### config.mk
export PLATFORM = sky130hd
export DESIGN_NAME = paddle_input_conditioner
export DESIGN_NICKNAME = d
export VERILOG_FILES = /design/src/rtl/pong_pkg.sv /design/src/rtl/button_debounce.sv /design/src/rtl/paddle_input_conditioner.sv
export SDC_FILE = /design/constraint.sdc
export NUM_CORES = 1
export LEC_CHECK = 0
export CAP_MARGIN = 20
export CORE_UTILIZATION = 45
export CTS_BUF_LIST = sky130_fd_sc_hd__clkbuf_2
export CTS_CLUSTER_DIAMETER = 120
export DETAILED_ROUTE_END_ITERATION = 10
export PLACE_DENSITY = 0.71
export SYNTH_ARGS = -nofsm -noshare
export SYNTH_HDL_FRONTEND = slang
export SYNTH_SLANG_ARGS = --single-unit
### constraint.sdc
create_clock -name clk -period 2.1 [get_ports clk]
set_input_delay 0.63 -clock clk [delete_from_list [all_inputs] [get_ports clk]]
set_output_delay 0.63 -clock clk [all_outputs]
set_load 0.02 [all_outputs]
### src/rtl/pong_pkg.sv
// Shared types and default timing for the pong input path: paddle move states
// and the debounce / auto-repeat periods used when no override is given.
package pong_pkg;

  typedef enum logic [1:0] {
    IDLE = 2'd0,
    UP   = 2'd1,
    DOWN = 2'd2
  } move_state_t;

  localparam int unsigned DEBOUNCE_CYCLES_DEF = 250000;
  localparam int unsigned REPEAT_CYCLES_DEF   = 100000;

  // Up+down together is treated as no command, same as neither pressed.
  function automatic move_state_t resolve_dir(input logic up, input logic dn);
    case ({up, dn})
      2'b10:   return UP;
      2'b01:   return DOWN;
      default: return IDLE;
    endcase
  endfunction

endpackage

### src/rtl/button_debounce.sv
// One raw button: two-flop synchronizer followed by a counter debouncer that
// accepts a new level only after it has been stable for DEBOUNCE_CYCLES clocks.
module button_debounce
  import pong_pkg::*;
#(
  parameter int unsigned DEBOUNCE_CYCLES = DEBOUNCE_CYCLES_DEF
) (
  input  logic clk,
  input  logic reset,
  input  logic btn,
  output logic q
);

  localparam int unsigned       CNT_W    = $clog2(DEBOUNCE_CYCLES);
  localparam logic [CNT_W-1:0]  CNT_LAST = CNT_W'(DEBOUNCE_CYCLES - 1);

  logic             s1;
  logic             s2;
  logic [CNT_W-1:0] cnt;

  always_ff @(posedge clk or negedge reset) begin
    if (!reset) begin
      s1 <= 1'b0;
      s2 <= 1'b0;
    end else begin
      s1 <= btn;
      s2 <= s1;
    end
  end

  // Any return to the accepted level restarts the qualification window.
  always_ff @(posedge clk or negedge reset) begin
    if (!reset) begin
      q   <= 1'b0;
      cnt <= '0;
    end else if (s2 == q) begin
      cnt <= '0;
    end else if (cnt == CNT_LAST) begin
      q   <= s2;
      cnt <= '0;
    end else begin
      cnt <= cnt + CNT_W'(1);
    end
  end

endmodule

### src/rtl/paddle_input_conditioner.sv
// Conditions the four paddle buttons into per-player move strobes: debounced,
// conflict-resolved, and auto-repeated at a fixed rate while a direction is held.
module paddle_input_conditioner
  import pong_pkg::*;
#(
  parameter int unsigned DEBOUNCE_CYCLES = DEBOUNCE_CYCLES_DEF,
  parameter int unsigned REPEAT_CYCLES   = REPEAT_CYCLES_DEF
) (
  input  logic clk,
  input  logic reset,
  input  logic btn_p1_up,
  input  logic btn_p1_down,
  input  logic btn_p2_up,
  input  logic btn_p2_down,
  output logic p1_up,
  output logic p1_down,
  output logic p2_up,
  output logic p2_down,
  output logic p1_active,
  output logic p2_active
);

  localparam int unsigned      REP_W    = $clog2(REPEAT_CYCLES);
  localparam logic [REP_W-1:0] REP_LAST = REP_W'(REPEAT_CYCLES - 1);

  logic [1:0] raw_up;
  logic [1:0] raw_dn;
  logic [1:0] up_q;
  logic [1:0] dn_q;
  logic [1:0] strb_up;
  logic [1:0] strb_dn;
  logic [1:0] active;

  assign raw_up = {btn_p2_up,   btn_p1_up};
  assign raw_dn = {btn_p2_down, btn_p1_down};

  for (genvar p = 0; p < 2; p++) begin : g_player
    move_state_t      state;
    move_state_t      state_nxt;
    logic [REP_W-1:0] rep;
    logic [REP_W-1:0] rep_nxt;
    logic             fire;
    logic             up_nxt;
    logic             dn_nxt;
    logic             up_r;
    logic             dn_r;
    logic             act_r;

    button_debounce #(.DEBOUNCE_CYCLES(DEBOUNCE_CYCLES)) u_up_db (
      .clk   (clk),
      .reset (reset),
      .btn   (raw_up[p]),
      .q     (up_q[p])
    );

    button_debounce #(.DEBOUNCE_CYCLES(DEBOUNCE_CYCLES)) u_dn_db (
      .clk   (clk),
      .reset (reset),
      .btn   (raw_dn[p]),
      .q     (dn_q[p])
    );

    // Entering a direction (including a direct reversal) strobes at once and
    // restarts the repeat phase at 1, so the next strobe lands REPEAT_CYCLES later.
    always_comb begin
      state_nxt = resolve_dir(up_q[p], dn_q[p]);
      rep_nxt   = '0;
      fire      = 1'b0;
      if (state_nxt != IDLE) begin
        if (state_nxt != state) begin
          fire    = 1'b1;
          rep_nxt = REP_W'(1);
        end else begin
          fire    = (rep == '0);
          rep_nxt = (rep == REP_LAST) ? '0 : rep + REP_W'(1);
        end
      end
      up_nxt = fire && (state_nxt == UP);
      dn_nxt = fire && (state_nxt == DOWN);
    end

    always_ff @(posedge clk or negedge reset) begin
      if (!reset) begin
        state <= IDLE;
        rep   <= '0;
        up_r  <= 1'b0;
        dn_r  <= 1'b0;
        act_r <= 1'b0;
      end else begin
        state <= state_nxt;
        rep   <= rep_nxt;
        up_r  <= up_nxt;
        dn_r  <= dn_nxt;
        act_r <= (state_nxt != IDLE);
      end
    end

    assign strb_up[p] = up_r;
    assign strb_dn[p] = dn_r;
    assign active[p]  = act_r;
  end

  assign p1_up     = strb_up[0];
  assign p1_down   = strb_dn[0];
  assign p2_up     = strb_up[1];
  assign p2_down   = strb_dn[1];
  assign p1_active = active[0];
  assign p2_active = active[1];

endmodule
Yosys cells after proc, flatten, opt, wreduce, memory -nomap -nowiden:

Index checks and enable logic that the tools add are counted.

* flip-flop bits (word level): 128
* input bits: 6
* output and inout port bits: 6

* add/sub/neg operators: 6
* equal/unequal tests: 20
* multiplexer cells: 20
* bitwise operators: 4
* reduce and logical (&&, ||, !) cells: 12

Operators with widths (count)
* two-way mux 18 bit: 8
* two-way mux 17 bit: 6
* adder 18 x 1 -> 18 bit (second input constant): 4
* equality test 18 bit (second input constant): 4
* adder 17 x 1 -> 17 bit (second input constant): 2
* equality test 17 bit (second input constant): 2
* logical NOT 17 bit: 2
* equality test 2 x 1 -> 1 bit (second input constant): 4
* equality test 2 bit (second input constant): 4
* one-hot mux 2 bit (2 select lines): 2
* AND reduction 2 bit: 4
* equality test 1 bit: 4
* logical AND 1 bit: 4
* two-way mux 1 bit: 4
* inequality test 2 bit: 2
* NOT 1 bit: 4
* nonzero test 2 bit: 2

Longest topological paths before layout:

* word-level depth: 6
* gate-level depth with buffers: 7
* mapped depth without buffers: 6

Cells and area by module:

From an unflattened synthesis, not the netlist that was laid out.

* cells, all modules: 630
* area, all modules: 6418.7 um^2

Modules (own cells, without submodules)
* button_debounce: times used 4, cells an instance 99, area each 1029.7 um^2, sequential area each 525.5 um^2
* paddle_input_conditioner: times used 1, cells an instance 234, area each 2299.7 um^2, sequential area each 1101.1 um^2

Least setup slack after synthesis:

Ideal clock, no wire load.

* kind: register to register
* from: register g_player[0].u_up_db.cnt[5]
* to: register g_player[0].u_up_db.cnt[9]
* setup time: 0.119 ns
* data arrival time: 1.644 ns
* setup slack: 0.337 ns
* cell stages (with the launch flop): 5
* clock period less this slack: 1.763 ns
* cells stage by stage: dfrtp_1 > or3b_2 > o41ai_4 > buf_6 > nor2_1

* word-level cells in the longest chain between the ends: 3
* elaborated cells between the ends (all ways): 4
* those cells by class: 1 x add/sub; 1 x eq/ne; 2 x mux

RTL lines
* start, declared: line button_debounce.sv:19 `logic [CNT_W-1:0] cnt;`
* start signal, assigned: line button_debounce.sv:42 `cnt <= cnt + CNT_W'(1);`
* adder 18 x 1 -> 18 bit / equality test 18 bit (equally long branches): line button_debounce.sv:42, button_debounce.sv:38
* two-way mux 18 bit *: line button_debounce.sv:38 `end else if (cnt == CNT_LAST) begin`
* two-way mux 18 bit *: line button_debounce.sv:36 `end else if (s2 == q) begin`

Every way passes the cells marked *; elsewhere a longest branch is shown, timed or not.
A chain may end at the register's enable or synchronous reset.

Worst setup path after layout:

* from: register g_player[0].u_up_db.q
* to: register g_player[0].rep[15]

* word-level cells in the longest chain between the ends: 5
* elaborated cells between the ends (all ways): 7
* those cells by class: 3 x eq/ne; 3 x mux; 1 x reduce/logical

RTL lines
* start, declared: line button_debounce.sv:11 `output logic q`
* start signal, assigned: line button_debounce.sv:34 `q <= 1'b0;`
* start signal, assigned: line button_debounce.sv:39 `q <= s2;`
* equality test 2 x 1 -> 1 bit / equality test 2 bit (equally long branches): line pong_pkg.sv:16 `case ({up, dn})`
* one-hot mux 2 bit (2 select lines) *: line pong_pkg.sv:16
* inequality test 2 bit: line paddle_input_conditioner.sv:70 `if (state_nxt != state) begin`
* two-way mux 17 bit: line paddle_input_conditioner.sv:70
* two-way mux 17 bit *: line paddle_input_conditioner.sv:69 `if (state_nxt != IDLE) begin`
* via g_player[0].rep_nxt[15]: line paddle_input_conditioner.sv:41 `logic [REP_W-1:0] rep_nxt;`
* end signal, assigned: line paddle_input_conditioner.sv:91 `rep <= rep_nxt;`
* end, declared: line paddle_input_conditioner.sv:40 `logic [REP_W-1:0] rep;`

Mark *: on every way through the listed nets, which the timed path passes. The rest lies on a longest branch.

==> qor.json <==
{
  "proportion_of_synthesized_chip_area_in_sequential_cells": {"value": 51.31, "unit": "%"},
  "syn_nets": {"value": 635},
  "max_slew_headroom_at_the_worst_pin": {"value": 59.69, "unit": "%"},
  "clock_path_buffers": {"value": 2},
  "synth.most_common_cell": {"value": "dfrtp_1"},
  "timing.final.ws_setup": {"value": 0.2055, "unit": "ns"},
  "dpl.hpwl": {"value": 7.618, "unit": "mm"},
  "r2r_setup_slack": {"value": 0.21, "unit": "ns"},
  "synthDistinctLibCells": {"value": 47},
  "setup_viol": {"value": 0},
  "area_growth": {"value": 9.701, "unit": "%"},
  "worst-slew-pin-transition": {"value": 0.6047, "unit": "ns"},
  "number_of_enable_type_register_cells_in_the_synthesized_netlist": {"value": 0},
  "rsz_0062_raised_after_global_routing": {"value": "false"},
  "ys_dominant_reg_cell": {"value": "dfrtp_1"},
  "worst-r2r-cell-count": {"value": 5},
  "critical_path_fanout_max": {"value": 15},
  "report.final.hold_viol_count": {"value": 0},
  "post_synth_inst_count": {"value": 613},
  "finalSetupTns": {"value": 0, "unit": "ns"},
  "worst_endpoint_required_time": {"value": 2.73, "unit": "ns"},
  "clkTransAtPathRegs": {"value": 0.19, "unit": "ns"},
  "dieWidth": {"value": 119.8, "unit": "microns"},
  "number_of_global_route_vias_before_repair": {"value": 4330},
  "place.port_buffers": {"value": 11},
  "detail_route.drc_violations": {"value": 0},
  "wire_length_per_cell_after_detailed_routing": {"value": 13.39, "unit": "microns"},
  "timing_max_transition_violations_final": {"value": 0},
  "run_status": {"value": "finished, final reports clean"},
  "detailed_route_wire_length": {"value": 11.14, "unit": "mm"},
  "globalRoute.totalOverflow": {"value": 0},
  "rows": {"value": 42},
  "reg_to_reg_start": {"value": "g_player[0].u_up_db.q"},
  "cap_violations": {"value": 0},
  "grt_first_pass_wirelength": {"value": 19.80, "unit": "mm"},
  "syn_area": {"value": 6242, "unit": "sq um"},
  "core-area": {"value": 13400, "unit": "sq um"},
  "fmaxAchievable": {"value": 0.5279, "unit": "GHz"},
  "cts.htree.levels": {"value": 4},
  "fill_cells": {"value": 1183},
  "post-synth-top-area-cell": {"value": "dfrtp_1"},
  "ys_top_cells_by_count": {"value": "128 x dfrtp_1, 103 x nor2_1, 55 x xnor2_1"},
  "vias_per_cell": {"value": 5.334},
  "final.period_utilization": {"value": 90.21, "unit": "%"},
  "floorplan.die_area": {"value": 14350, "unit": "sq um"},
  "first_pass_iters": {"value": 8},
  "placement.setup.worst_slack": {"value": 0.04487, "unit": "ns"},
  "timing.hold.worst.class": {"value": "in2async"},
  "worst_skew_pair_latency": {"value": 0.70, "unit": "ns"},
  "synth.top_cell.area_share": {"value": 51.31, "unit": "%"},
  "ios": {"value": 12},
  "total_power": {"value": 4.230, "unit": "mW"},
  "worst_ep_arrival_time": {"value": 2.53, "unit": "ns"},
  "finalNetCount": {"value": 664},
  "synth-seq-cells": {"value": 128},
  "placer_congestion": {"value": 0.8621},
  "power-per-cell-area": {"value": 617.8, "unit": "nW/um^2"},
  "cp-start-kind": {"value": "flip-flop"},
  "num_vias": {"value": 4438},
  "layout-drive-gt1-share": {"value": 10.53, "unit": "%"},
  "initialDrtViolationCount": {"value": 323},
  "ys_async_sr_fraction": {"value": 100.0, "unit": "%"},
  "multi_input_area": {"value": 2868, "unit": "sq um"},
  "clock-skew-final": {"value": 0.03530, "unit": "ns"},
  "start_util": {"value": 46.58, "unit": "%"},
  "antenna_left": {"value": 0},
  "syn-mean-instance-area": {"value": 10.18, "unit": "sq um"},
  "total_cts_buffers": {"value": 17},
  "sink_count_of_the_clock_tree": {"value": 128},
  "cts.root.buffer_cell": {"value": "clkbuf_2"},
  "critPathKind": {"value": "reg2reg"},
  "grt_max_degree": {"value": 47},
  "crit_path_end_kind": {"value": "flip-flop"},
  "static-leakage-power": {"value": 2.793, "unit": "nW"},
  "regArea": {"value": 3203, "unit": "sq um"},
  "ys_warn_count": {"value": 0},
  "ys_top_cells_by_area": {"value": "dfrtp_1 51%, xnor2_1 7.7%, nor2_1 6.2%"},
  "die_h": {"value": 119.8, "unit": "microns"},
  "period_minus_slack": {"value": 1.894, "unit": "ns"},
  "reg2reg_to": {"value": "g_player[0].rep[15]"},
  "cts_tree": {"value": "yes"},
  "antenna_found_initial": {"value": 1},
  "track_usage": {"value": 17.38, "unit": "%"},
  "postLayoutCoreUtil": {"value": 51.10, "unit": "%"},
  "peakVddDrop": {"value": 0.0004183, "unit": "V"}
}
[worst max-delay path, stage by stage, from the launching register on]
cell and delay, ns:
dfrtp_1 0.47, inv_1 0.09, ha_1 0.38, nor3_1 0.46, o31ai_4 0.27, nor2_1 0.16
[flip-flops by register name, summed over array words and instances (netlist names), 2 cells and up]
register,count
g_player.u_up_db.s2,2
g_player.u_dn_db.q,2
g_player.u_dn_db.s1,2
g_player.rep,34
g_player.u_up_db.q,2
g_player.u_up_db.s1,2
g_player.state,4
g_player.u_up_db.cnt,36
g_player.u_dn_db.s2,2
g_player.u_dn_db.cnt,36
[worst max path at each step]
stage / startpoint / end / slack [ns] / depth (start not counted)
finish: g_player[0].u_up_db.q / g_player[0].rep[15] / 0.21 / 5
global route: g_player[0].u_up_db.q / g_player[0].rep[10] / 0.06 / 6
CTS: p1_up / p1_up / 0.003 / 1
detailed placement: g_player[0].rep[12] / g_player[0].rep[10] / 0.04 / 4
global placement: g_player[0].rep[12] / g_player[0].rep[15] / 0.12 / 4
floorplan: g_player[0].u_up_db.cnt[5] / g_player[0].u_up_db.cnt[9] / 0.34 / 4
[cell usage in the layout (no fill, tap or decap), drive strengths merged, types with 8 or more instances in the layout]
master | Yosys | final
a21oi | 17 | 17
buf | 9 | 12
clkbuf | 3 | 22
dfrtp | 128 | 128
ha | 16 | 16
inv | 30 | 31
nand2 | 30 | 30
nand3 | 30 | 30
nand4 | 32 | 32
nor2 | 103 | 103
nor3 | 21 | 21
nor4 | 25 | 25
o31ai | 10 | 10
or3 | 12 | 12
or4 | 8 | 8
xnor2 | 55 | 55
xor2 | 32 | 32
[cells by family (layout without fill, tap and decap cells)]
family                   count (synthesis)  after routing  share of synthesized area (%)
AO/OA/AOI/OAI                           42             42                          5.111
XOR/XNOR                                87             87                          12.21
adder cells (fa/ha/maj)                 16             16                          3.207
buffers and inverters                   42             84                          2.886
flip-flops                             128            128                          51.31
multiplexers                             4              4                         0.7215
other                                    0              1                              0
AND/OR/NAND/NOR                        294            294                          24.55
[repair_timing]
action                                 in CTS  in global routing
endpoints found under the hold margin      18                  0
buffers inserted                            0                  0
setup endpoints to repair                   6                 21
hold buffers                                1                  0
cloned                                      0                  0
gates resized for setup                    13                  7
[through the flow]
step | hold slack (ns) | instance area (sq um) | instances
finish | 0.3368 | 6848 | 832
global placement | 0.3333 | 6603 | 798
global route | 0.2063 | 6848 | 832
detailed placement | 0.3347 | 6603 | 798
CTS | 0.2501 | 6868 | 831
floorplan | 0.3312 | 6242 | 613
[power by group]
group          switching, mW  internal (mW)  leakage [nW]
Combinational         0.0884         0.0463         0.893
Sequential            0.0223           2.49          1.76
Clock                  0.928          0.652         0.140
[cell type report]
| class | count | share of cell area [%] |
|---|---|---|
| inverter | 30 | 1.644 |
| timing repair buffer | 22 | 2.741 |
| multi-input combinational | 443 | 41.88 |
| clock inverter | 15 | 2.467 |
| tap | 176 | 3.216 |
| clock buffer | 17 | 1.242 |
| antenna | 1 | 0.03654 |
| sequential | 128 | 46.78 |
[routing by layer]
layer  GRT usage, %  up-vias  routed length, microns
met5              0        -                       0
met4          6.875        0                     161
met3          5.894       16                     405
met2          27.13       69                    5238
met1          22.20     2148                    5335
li1               -     2205                       -
Note: power is estimated with default switching activity, not from simulation.
